`src/rtl/alu_share_arb_pkg.sv`:
```
// ============================================================================
// Module   : alu_share_arb_pkg
// Purpose  : ALU control codes, port count and request record for alu_share_arb.
// Revision : 1.0 - initial release
// ============================================================================
`default_nettype none

package alu_share_arb_pkg;

    localparam int unsigned NUM_PORTS = 2;
    localparam int unsigned XLEN      = 32;

    typedef enum logic [2:0] {
        ALU_ADD  = 3'b000,
        ALU_SUB  = 3'b001,
        ALU_SLT  = 3'b010,
        ALU_OR   = 3'b011,
        ALU_XOR  = 3'b100,
        ALU_SR   = 3'b101,
        ALU_SLTU = 3'b110,
        ALU_SLL  = 3'b111
    } alu_ctrl_e;

    typedef struct packed {
        logic [XLEN-1:0] a;
        logic [XLEN-1:0] b;
        alu_ctrl_e       ctrl;
        logic            f7b5;
    } alu_req_t;

endpackage

`default_nettype wire

```
`src/rtl/alu_share_arb_alu.sv`:
```
// ============================================================================
// Module   : alu_share_arb_alu
// Purpose  : Single-cycle integer ALU with result and branch/zero flag.
// Revision : 1.0 - initial release
// ============================================================================
`default_nettype none

module alu_share_arb_alu
    import alu_share_arb_pkg::*;
#(
    parameter int unsigned WIDTH = 32
) (
    input  logic [WIDTH-1:0] i_a,
    input  logic [WIDTH-1:0] i_b,
    input  alu_ctrl_e        i_ctrl,
    input  logic [2:0]       i_funct3,
    input  logic             i_f7b5,
    output logic [WIDTH-1:0] o_result,
    output logic             o_zero
);

    logic [4:0]       w_shamt;
    logic [WIDTH-1:0] w_result;

    assign w_shamt = i_b[4:0];

    always_comb begin
        w_result = '0;
        case (i_ctrl)
            ALU_ADD:  w_result = i_a + i_b;
            ALU_SUB:  w_result = i_a - i_b;
            ALU_SLT:  w_result = {{(WIDTH-1){1'b0}}, ($signed(i_a) < $signed(i_b))};
            ALU_OR:   w_result = i_a | i_b;
            ALU_XOR:  w_result = i_a ^ i_b;
            ALU_SR:   w_result = i_f7b5 ? WIDTH'($signed(i_a) >>> w_shamt) : (i_a >> w_shamt);
            ALU_SLTU: w_result = {{(WIDTH-1){1'b0}}, (i_a < i_b)};
            ALU_SLL:  w_result = i_a << w_shamt;
            default:  w_result = '0;
        endcase
    end

    // funct3 = 001 (BNE) inverts the flag; every other code reports result == 0.
    always_comb begin
        o_zero = ~|w_result;
        if (i_funct3 == 3'b001) begin
            o_zero = |w_result;
        end
    end

    assign o_result = w_result;

endmodule

`default_nettype wire

```
`src/rtl/alu_share_arb.sv`:
```
// ============================================================================
// Module   : alu_share_arb
// Purpose  : Round-robin sharing of one ALU between two valid/ready requesters.
// Revision : 1.0 - initial release
// ============================================================================
`default_nettype none

module alu_share_arb
    import alu_share_arb_pkg::*;
#(
    parameter int unsigned WIDTH = XLEN
) (
    input  logic             clk,
    input  logic             reset,
    input  logic             req0_valid,
    output logic             req0_ready,
    input  logic [WIDTH-1:0] req0_a,
    input  logic [WIDTH-1:0] req0_b,
    input  logic [2:0]       req0_ctrl,
    input  logic             req0_f7b5,
    output logic             resp0_valid,
    input  logic             resp0_ready,
    output logic [WIDTH-1:0] resp0_result,
    output logic             resp0_zero,
    input  logic             req1_valid,
    output logic             req1_ready,
    input  logic [WIDTH-1:0] req1_a,
    input  logic [WIDTH-1:0] req1_b,
    input  logic [2:0]       req1_ctrl,
    input  logic             req1_f7b5,
    output logic             resp1_valid,
    input  logic             resp1_ready,
    output logic [WIDTH-1:0] resp1_result,
    output logic             resp1_zero
);

    logic [NUM_PORTS-1:0] w_req_valid;
    logic [NUM_PORTS-1:0] w_resp_ready;
    logic [NUM_PORTS-1:0] w_slot_free;
    logic [NUM_PORTS-1:0] w_elig;
    logic [NUM_PORTS-1:0] w_grant;
    alu_req_t             w_req [NUM_PORTS];
    alu_req_t             w_sel;
    logic [WIDTH-1:0]     w_alu_result;
    logic                 w_alu_zero;

    logic                 r_rr_ptr;
    logic [NUM_PORTS-1:0] r_resp_valid;
    logic [NUM_PORTS-1:0] r_resp_zero;
    logic [WIDTH-1:0]     r_resp_result [NUM_PORTS];

    assign w_req_valid  = {req1_valid, req0_valid};
    assign w_resp_ready = {resp1_ready, resp0_ready};

    // Request record operand fields are XLEN wide; WIDTH is expected to match.
    assign w_req[0] = '{a: XLEN'(req0_a), b: XLEN'(req0_b),
                        ctrl: alu_ctrl_e'(req0_ctrl), f7b5: req0_f7b5};
    assign w_req[1] = '{a: XLEN'(req1_a), b: XLEN'(req1_b),
                        ctrl: alu_ctrl_e'(req1_ctrl), f7b5: req1_f7b5};

    generate
        for (genvar gi = 0; gi < NUM_PORTS; gi++) begin : g_port
            // A slot draining this cycle can be refilled in the same cycle.
            assign w_slot_free[gi] = !r_resp_valid[gi] || w_resp_ready[gi];
            assign w_elig[gi]      = w_req_valid[gi] && w_slot_free[gi];
        end
    endgenerate

    always_comb begin
        w_grant = '0;
        if (!reset) begin
            case (w_elig)
                2'b01:   w_grant = 2'b01;
                2'b10:   w_grant = 2'b10;
                2'b11:   w_grant[r_rr_ptr] = 1'b1;
                default: w_grant = '0;
            endcase
        end
    end

    assign w_sel = w_grant[1] ? w_req[1] : w_req[0];

    alu_share_arb_alu #(
        .WIDTH   (WIDTH)
    ) u_alu (
        .i_a      (WIDTH'(w_sel.a)),
        .i_b      (WIDTH'(w_sel.b)),
        .i_ctrl   (w_sel.ctrl),
        .i_funct3 (3'b000),
        .i_f7b5   (w_sel.f7b5),
        .o_result (w_alu_result),
        .o_zero   (w_alu_zero)
    );

    always_ff @(posedge clk) begin
        if (reset) begin
            r_rr_ptr <= 1'b0;
        end else if (|w_grant) begin
            // Hand priority to the port that was not just served.
            r_rr_ptr <= w_grant[0];
        end
    end

    always_ff @(posedge clk) begin
        for (int i = 0; i < NUM_PORTS; i++) begin
            if (reset) begin
                r_resp_valid[i]  <= 1'b0;
                r_resp_zero[i]   <= 1'b0;
                r_resp_result[i] <= '0;
            end else if (w_grant[i]) begin
                r_resp_valid[i]  <= 1'b1;
                r_resp_zero[i]   <= w_alu_zero;
                r_resp_result[i] <= w_alu_result;
            end else if (w_resp_ready[i]) begin
                r_resp_valid[i]  <= 1'b0;
            end
        end
    end

    assign req0_ready   = w_grant[0];
    assign req1_ready   = w_grant[1];
    assign resp0_valid  = r_resp_valid[0];
    assign resp1_valid  = r_resp_valid[1];
    assign resp0_zero   = r_resp_zero[0];
    assign resp1_zero   = r_resp_zero[1];
    assign resp0_result = r_resp_result[0];
    assign resp1_result = r_resp_result[1];

endmodule

`default_nettype wire

```
`config.mk`:
```
export PLATFORM = sky130hd
export DESIGN_NAME = alu_share_arb
export DESIGN_NICKNAME = d
export VERILOG_FILES = /design/src/rtl/alu_share_arb_pkg.sv /design/src/rtl/alu_share_arb_alu.sv /design/src/rtl/alu_share_arb.sv
export SDC_FILE = /design/constraint.sdc
export NUM_CORES = 1
export LEC_CHECK = 0
export ABC_AREA = 1
export CAP_MARGIN = 20
export CORE_AREA = 3 3 186 188
export CTS_CLUSTER_DIAMETER = 50
export DETAILED_ROUTE_END_ITERATION = 8
export DIE_AREA = 0 0 189 191
export SYNTH_ARGS = -nofsm -noshare
export SYNTH_HDL_FRONTEND = slang
export SYNTH_SLANG_ARGS = --single-unit
```
`constraint.sdc`:
```
create_clock -name clk -period 5.55 [get_ports clk]
set_input_delay 0.555 -clock clk [delete_from_list [all_inputs] [get_ports clk]]
set_output_delay 0.555 -clock clk [all_outputs]
set_load 0.05 [all_outputs]
```
## After elaboration in Yosys (flattened, before gate mapping)

Memories as Yosys holds them, arrays and structs flattened.
Cells that the tools add are included.

| storage, ports and cells | value |
|---|---|
| flip-flop bits (word level) | 5 |
| memory bits (writable) | 64 |
| input bits | 142 |
| output and inout bits | 70 |
| word-level logic and storage cells | 63 |
| memories kept | 1 |

| operators by class | value |
|---|---|
| add/sub/neg operators | 2 |
| order comparisons | 4 |
| equality and inequality tests | 10 |
| shift-type cells | 3 |
| mux-type cells | 21 |
| bitwise logic cells | 4 |
| reduce and logical (&&, ||, !) cells | 13 |

Memories:

| name | words | bits a word | rd ports | clocked after Yosys merged registers in | wr ports | RTL line | text |
|---|---|---|---|---|---|---|---|
| r_resp_result | 2 | 32 | 2 | 0 | 2 | alu_share_arb.sv:50 | `logic [WIDTH-1:0] r_resp_result [NUM_PORTS];` |

Operators by type and width:

| kind | count |
|---|---|
| $pmux W32 S8 | 1 |
| $mux W32 | 3 |
| $mux W68 | 1 |
| $lt A32 B32 Y1 | 2 |
| $add A32 B32 Y32 | 1 |
| $or A32 B32 Y32 | 1 |
| $reduce_or A32 Y1 | 1 |
| $shl A32 B5 Y32 | 1 |
| $shr A32 B5 Y32 | 1 |
| $sshr A32 B5 Y32 | 1 |
| $sub A32 B32 Y32 | 1 |
| $xor A32 B32 Y32 | 1 |
| $mux W1 | 13 |
| $eq A3 B3 Y1 const B | 4 |
| $eq A3 B2 Y1 const B | 2 |
| $pmux W2 S3 | 1 |
| $eq A2 B2 Y1 const B | 2 |
| $reduce_bool A2 Y1 | 2 |
| $eq A3 B1 Y1 const B | 1 |
| $logic_and A1 B1 Y1 | 3 |
| $logic_not A1 Y1 | 3 |
| $logic_not A3 Y1 | 1 |
| $eq A2 B1 Y1 const B | 1 |
| $logic_or A1 B1 Y1 | 2 |
| other kinds (6) | 7 |

## Depth between registers and ports, before layout

| logic depth | value |
|---|---|
| word-level depth | 12 |
| gate-level depth with buffers | 33 |
| depth with buffers taken out | 30 |

## Hierarchy

A second synthesis with hierarchy kept.

| unflattened totals | value |
|---|---|
| cell total of the unflattened synthesis | 2647 |
| area total of the unflattened synthesis | 14577.7 um^2 |

By module, submodules not included:

| module | instances | cells each | area an instance (um^2) | sequential area each (um^2) |
|---|---|---|---|---|
| alu_share_arb_alu | 1 | 2212 | 10938.0 | 0.0 |
| alu_share_arb | 1 | 435 | 3639.7 | 2021.9 |

## Worst setup path after synthesis

OpenSTA, ideal clock, no wires.

| path | value |
|---|---|
| kind | reg-to-reg |
| from | register r_resp_valid[1] |
| to | register r_resp_zero[0] |
| setup time | 0.070 ns |
| arrival time | 4.060 ns |
| setup slack | 1.420 ns |
| cell stages (with the launch flop) | 27 |
| path buffers | 5 |
| period minus slack after synthesis | 4.130 ns |
| path through | dfxtp_1 a21oi_4 nand3_4 buf_6 buf_2 clkbuf_1 clkbuf_1 o21ai_0 ha_1 clkbuf_1 inv_1 a21oi_1 o21ai_0 a21oi_1 a21boi_0 nand2_1 nand2_1 nand3_1 nand3_1 nand2_1 nor2_1 nand2_1 nor2_1 nand2_1 nor2_1 nand2_1 a21oi_1 |

| on the way | value |
|---|---|
| longest elaborated chain between the ends | 12 |

RTL lines:

| element | RTL line | text |
|---|---|---|
| start, declared | alu_share_arb.sv:48 | `logic [NUM_PORTS-1:0] r_resp_valid;` |
| start signal, assigned by index | alu_share_arb.sv:107 | `r_resp_valid[i] <= 1'b0;` |
| start signal, assigned by index | alu_share_arb.sv:111 | `r_resp_valid[i] <= 1'b1;` |
| start signal, assigned by index | alu_share_arb.sv:115 | `r_resp_valid[i] <= 1'b0;` |
| $logic_not A1 Y1 * | alu_share_arb.sv:64 | `assign w_slot_free[gi] = !r_resp_valid[gi] \|\| w_resp_ready[gi];` |
| $logic_or A1 B1 Y1 * | alu_share_arb.sv:64 |  |
| $logic_and A1 B1 Y1 * | alu_share_arb.sv:65 | `assign w_elig[gi] = w_req_valid[gi] && w_slot_free[gi];` |
| $eq A2 B2 Y1 or $eq A2 B1 Y1 (tied branches) | alu_share_arb.sv:72 | `case (w_elig)` |
| $pmux W2 S3 * | alu_share_arb.sv:72 |  |
| $mux W2 * | alu_share_arb.sv:71 | `if (!reset) begin` |
| branches (longest 6 deep; another with $sub A32 B32 Y32) | n/a |  |
| end signal, assigned by index | alu_share_arb.sv:112 | `r_resp_zero[i] <= w_alu_zero;` |
| end, declared | alu_share_arb.sv:49 | `logic [NUM_PORTS-1:0] r_resp_zero;` |

Every way passes the cells marked *.
A chain may end at the register's enable or synchronous reset.

## Worst setup path in the final report

| path | value |
|---|---|
| from | input req1_valid |
| to | register r_resp_zero[0] |

| on the way | value |
|---|---|
| longest elaborated chain between the ends | 10 |

RTL lines:

| element | RTL line | text |
|---|---|---|
| start, declared | alu_share_arb.sv:25 | `input logic req1_valid,` |
| $logic_and A1 B1 Y1 * | alu_share_arb.sv:65 |  |
| $eq A2 B2 Y1 or $eq A2 B1 Y1 (tied branches) | alu_share_arb.sv:72 |  |
| $pmux W2 S3 * | alu_share_arb.sv:72 |  |
| $mux W2 * | alu_share_arb.sv:71 |  |
| branches (longest 6 deep; another with $sub A32 B32 Y32) | n/a |  |

Marked as above.

==> results.json <==
{
  "tightest_slew_ps": 1050,
  "fill_cells": 3591,
  "drt_iter0_markers": 2259,
  "setup_viol": 0,
  "start_kind": "primary input",
  "avgRoutedWirePerCell_microns": 22.4,
  "syn_inst": 2394,
  "switchingPower_mw": 2.06,
  "p_comb_share_pct": 68.6,
  "post-place-ws_ps": -81.3,
  "setup_ws_ps": 241,
  "cts_root_buf": "clkbuf_16",
  "drc_errors": 0,
  "design_area_sq_mm": 0.0161,
  "path_clk_slew_ps": 50,
  "max_freq_mhz": 188,
  "row_count": 67,
  "syn2layout_area_growth_pct": 22.8,
  "nets": 2803,
  "max-vdd-ir-drop_v": 0.000230,
  "drive_gt1_share_pct": 4.90,
  "worstSetupEndpointType": "register",
  "yosys_warnings": 0,
  "overflow": 0,
  "regToRegSetupSlack_ps": 620,
  "multi_input_area_sq_mm": 0.00923,
  "synth_top_cell_area_share_pct": 20.0,
  "die_area_sq_mm": 0.0361,
  "die_h_microns": 191,
  "first_pass_iters": 9,
  "final_max_slew_viol_count": 0,
  "grt_max_degree": 78,
  "synth_nets": 2632,
  "htreeDepth": 3,
  "p_int_mw": 1.75,
  "synth-edff-count": 64,
  "fin_worst_skew_ps": 5.07,
  "grt_usage_pct": 35.9,
  "crit_type": "primary input to register",
  "hold_ws_ps": 521,
  "coreArea_sq_mm": 0.0333,
  "worstHoldPathType": "register to register",
  "register_area_sq_mm": 0.00202,
  "synth_top_cell_by_area": "nand2_1",
  "dr_total_vias": 17300,
  "place_hpwl_mm": 55.8,
  "worstSkewPairLatency_ps": 330,
  "crit_path_frequent_cell": "nand2_1",
  "final-hold-violation-count": 0,
  "globalplace.congestion": 1.08,
  "p_leak_nw": 8.43,
  "p_per_area_mw_per_mm2": 237,
  "antenna_found_initial": 1,
  "required_ps": 5810,
  "seq_area_frac_synth_pct": 15.4,
  "switching_share_pct": 54.1,
  "cp_max_fo": 47,
  "seqPwrFrac_pct": 17.0,
  "drt_wl_total_mm": 67.7,
  "status": "completed",
  "critPathBufInv": 7,
  "syn-cell-area_sq_mm": 0.0131,
  "grt_pass1_vias": 15700,
  "dieWidth_microns": 189,
  "postRouteAntennaNets": 0,
  "cp_slowest_cell": "ha_2",
  "relSlewSlack_pct": 29.7,
  "drt-vias-per-instance": 5.72,
  "io_pins": 212,
  "synth.distinct_cells": 47,
  "min_period_ps": 5310,
  "synth_area_leaders": "nand2_1 20%, nand3_1 16%, edfxtp_1 15%",
  "drv_cap": 0,
  "synth_area_per_cell_sq_um": 5.49,
  "post-route-util_pct": 48.5,
  "async_flop_share_pct": 0,
  "max_stage_delay_ps": 480,
  "p_clk_share_pct": 14.4,
  "port_buffers": 211,
  "post-route-period-util_pct": 95.7,
  "hold_buffers": 0,
  "worst-endpoint-arrival_ps": 5560,
  "synth_ff_type": "edfxtp_1",
  "grt_first_pass_wirelength_mm": 97.9,
  "path_delay_family": "compound AO/OA/AOI/OAI gates",
  "cts_num_sinks": 69,
  "place_area_sq_mm": 0.0158,
  "initial_core_util_pct": 39.5,
  "numCtsBuffers": 9,
  "cts_buffer_depth": 2,
  "ys_ff_latch": 69,
  "cts_tree": "built"
}
[through the flow]
stage	TNS [ps]	std cells	total power, mW
2_1_floorplan	0	2394	2.22
3_3_place_gp	-147	3002	3.18
3_5_place_dp	-143	3002	3.18
4_1_cts	0	3018	3.73
5_1_grt	-36.2	3018	4.03
6_report	0	3019	3.82
[sequential cells by signal (all words and copies together), names as in the netlist]
| register | count |
|---|---|
| r_resp_result | 64 |
| r_resp_valid | 2 |
| r_resp_zero | 2 |
| r_rr_ptr | 1 |
[placed cells by master (no fill, tap or decap), drive strengths merged, types with 64 or more instances in the layout]
cell	synthesis	final
a21oi	138	138
buf	65	69
clkdlybuf4s50	0	211
nand2	703	703
edfxtp	64	64
inv	354	354
nand3	432	432
ha	94	94
nor2	223	223
o21ai	119	119
[worst paths after layout]
check	depth (start not counted)	end	startpoint
worst min-delay path	2	r_resp_valid[1]$_SDFFE_PP0P_	r_resp_valid[1]$_SDFFE_PP0P_
worst max-delay path	27	r_resp_zero[0]$_SDFFE_PP0P_	req1_valid
worst max register to register	25	r_resp_zero[0]$_SDFFE_PP0P_	r_resp_valid[1]$_SDFFE_PP0P_
worst min register to register	2	r_resp_valid[1]$_SDFFE_PP0P_	r_resp_valid[1]$_SDFFE_PP0P_
[worst register-to-register path, stage by stage (launching register included)]
cell      delay, ps
dfxtp_1         340
a21oi_4         190
nand3_4         260
buf_12          290
o21ai_4         440
inv_1           140
ha_2            480
inv_1            90
a21oi_1         180
inv_1           100
a21oi_1         330
o21ai_0         200
a21boi_0        270
nand2_1         120
nand2_1          90
nand3_1          60
nand3_1         100
nand2_1          60
nor2_1          320
buf_4           200
nand2_1          40
nor2_1           90
nand2_1          70
nor2_1          170
nand2_1         100
a21oi_1         130
[cells in the mapped netlist (3+ instances only)]
cell      count
o21ai_1      15
buf_2        41
and3_1        3
o22ai_1       9
buf_1        11
or2_2         5
nor2_2        3
ha_1         94
a31oi_1       9
dfxtp_1       5
buf_4         7
nor3_1       19
buf_6         6
nor2_1      220
a211oi_1      5
o211ai_1      7
a21oi_1     137
o21ai_0      89
xor2_1        8
o21ai_4       3
nand4_1      42
o21ai_2      12
o221ai_1      4
nand2_2       4
inv_1       345
nand3_1     430
inv_2         9
o21a_1       11
edfxtp_1     64
nand2_1     699
clkbuf_1     55
[cell type report]
cell class	count	share of cell area, %
repair buffers	280	16.7
clock inverters	6	0.396
well taps	448	3.48
clock buffers	10	1.42
flip-flops and latches	69	12.5
inverters	355	8.26
multi-input cells	1850	57.2
diodes	1	0.0155
[kinds of logic after synthesis]
family,synth area share [%]
flip-flops,15.4
buffers and inverters,14.5
AND/OR/NAND/NOR,46.6
adder cells (fa/ha/maj),9.26
AO/OA/AOI/OAI,13.7
multiplexers,0.0762
XOR/XNOR,0.534
[power by group through the flow]
stage	sequential (mW)	clock [mW]	combinational, mW
after CTS	0.649	0.559	2.53
after floorplan	0.845	0	1.38
after detailed placement	0.660	0	2.52
after global routing	0.654	0.577	2.80
final	0.649	0.549	2.62
after global placement	0.659	0	2.52
[timing repair]
item	in CTS	in global routing
resized for setup	0	3
endpoints found under the hold margin	0	0
buffers inserted	0	0
setup endpoints to repair	0	2
[layer usage]
| layer | global-route usage, % | wire length (microns) |
|---|---|---|
| met4 | 13.5 | 2960 |
| met1 | 48.7 | 28200 |
| met3 | 8.25 | 8170 |
| met2 | 55.6 | 28400 |
| met5 | 0 | 7 |
No activity file was read; power rests on OpenSTA's default activity.
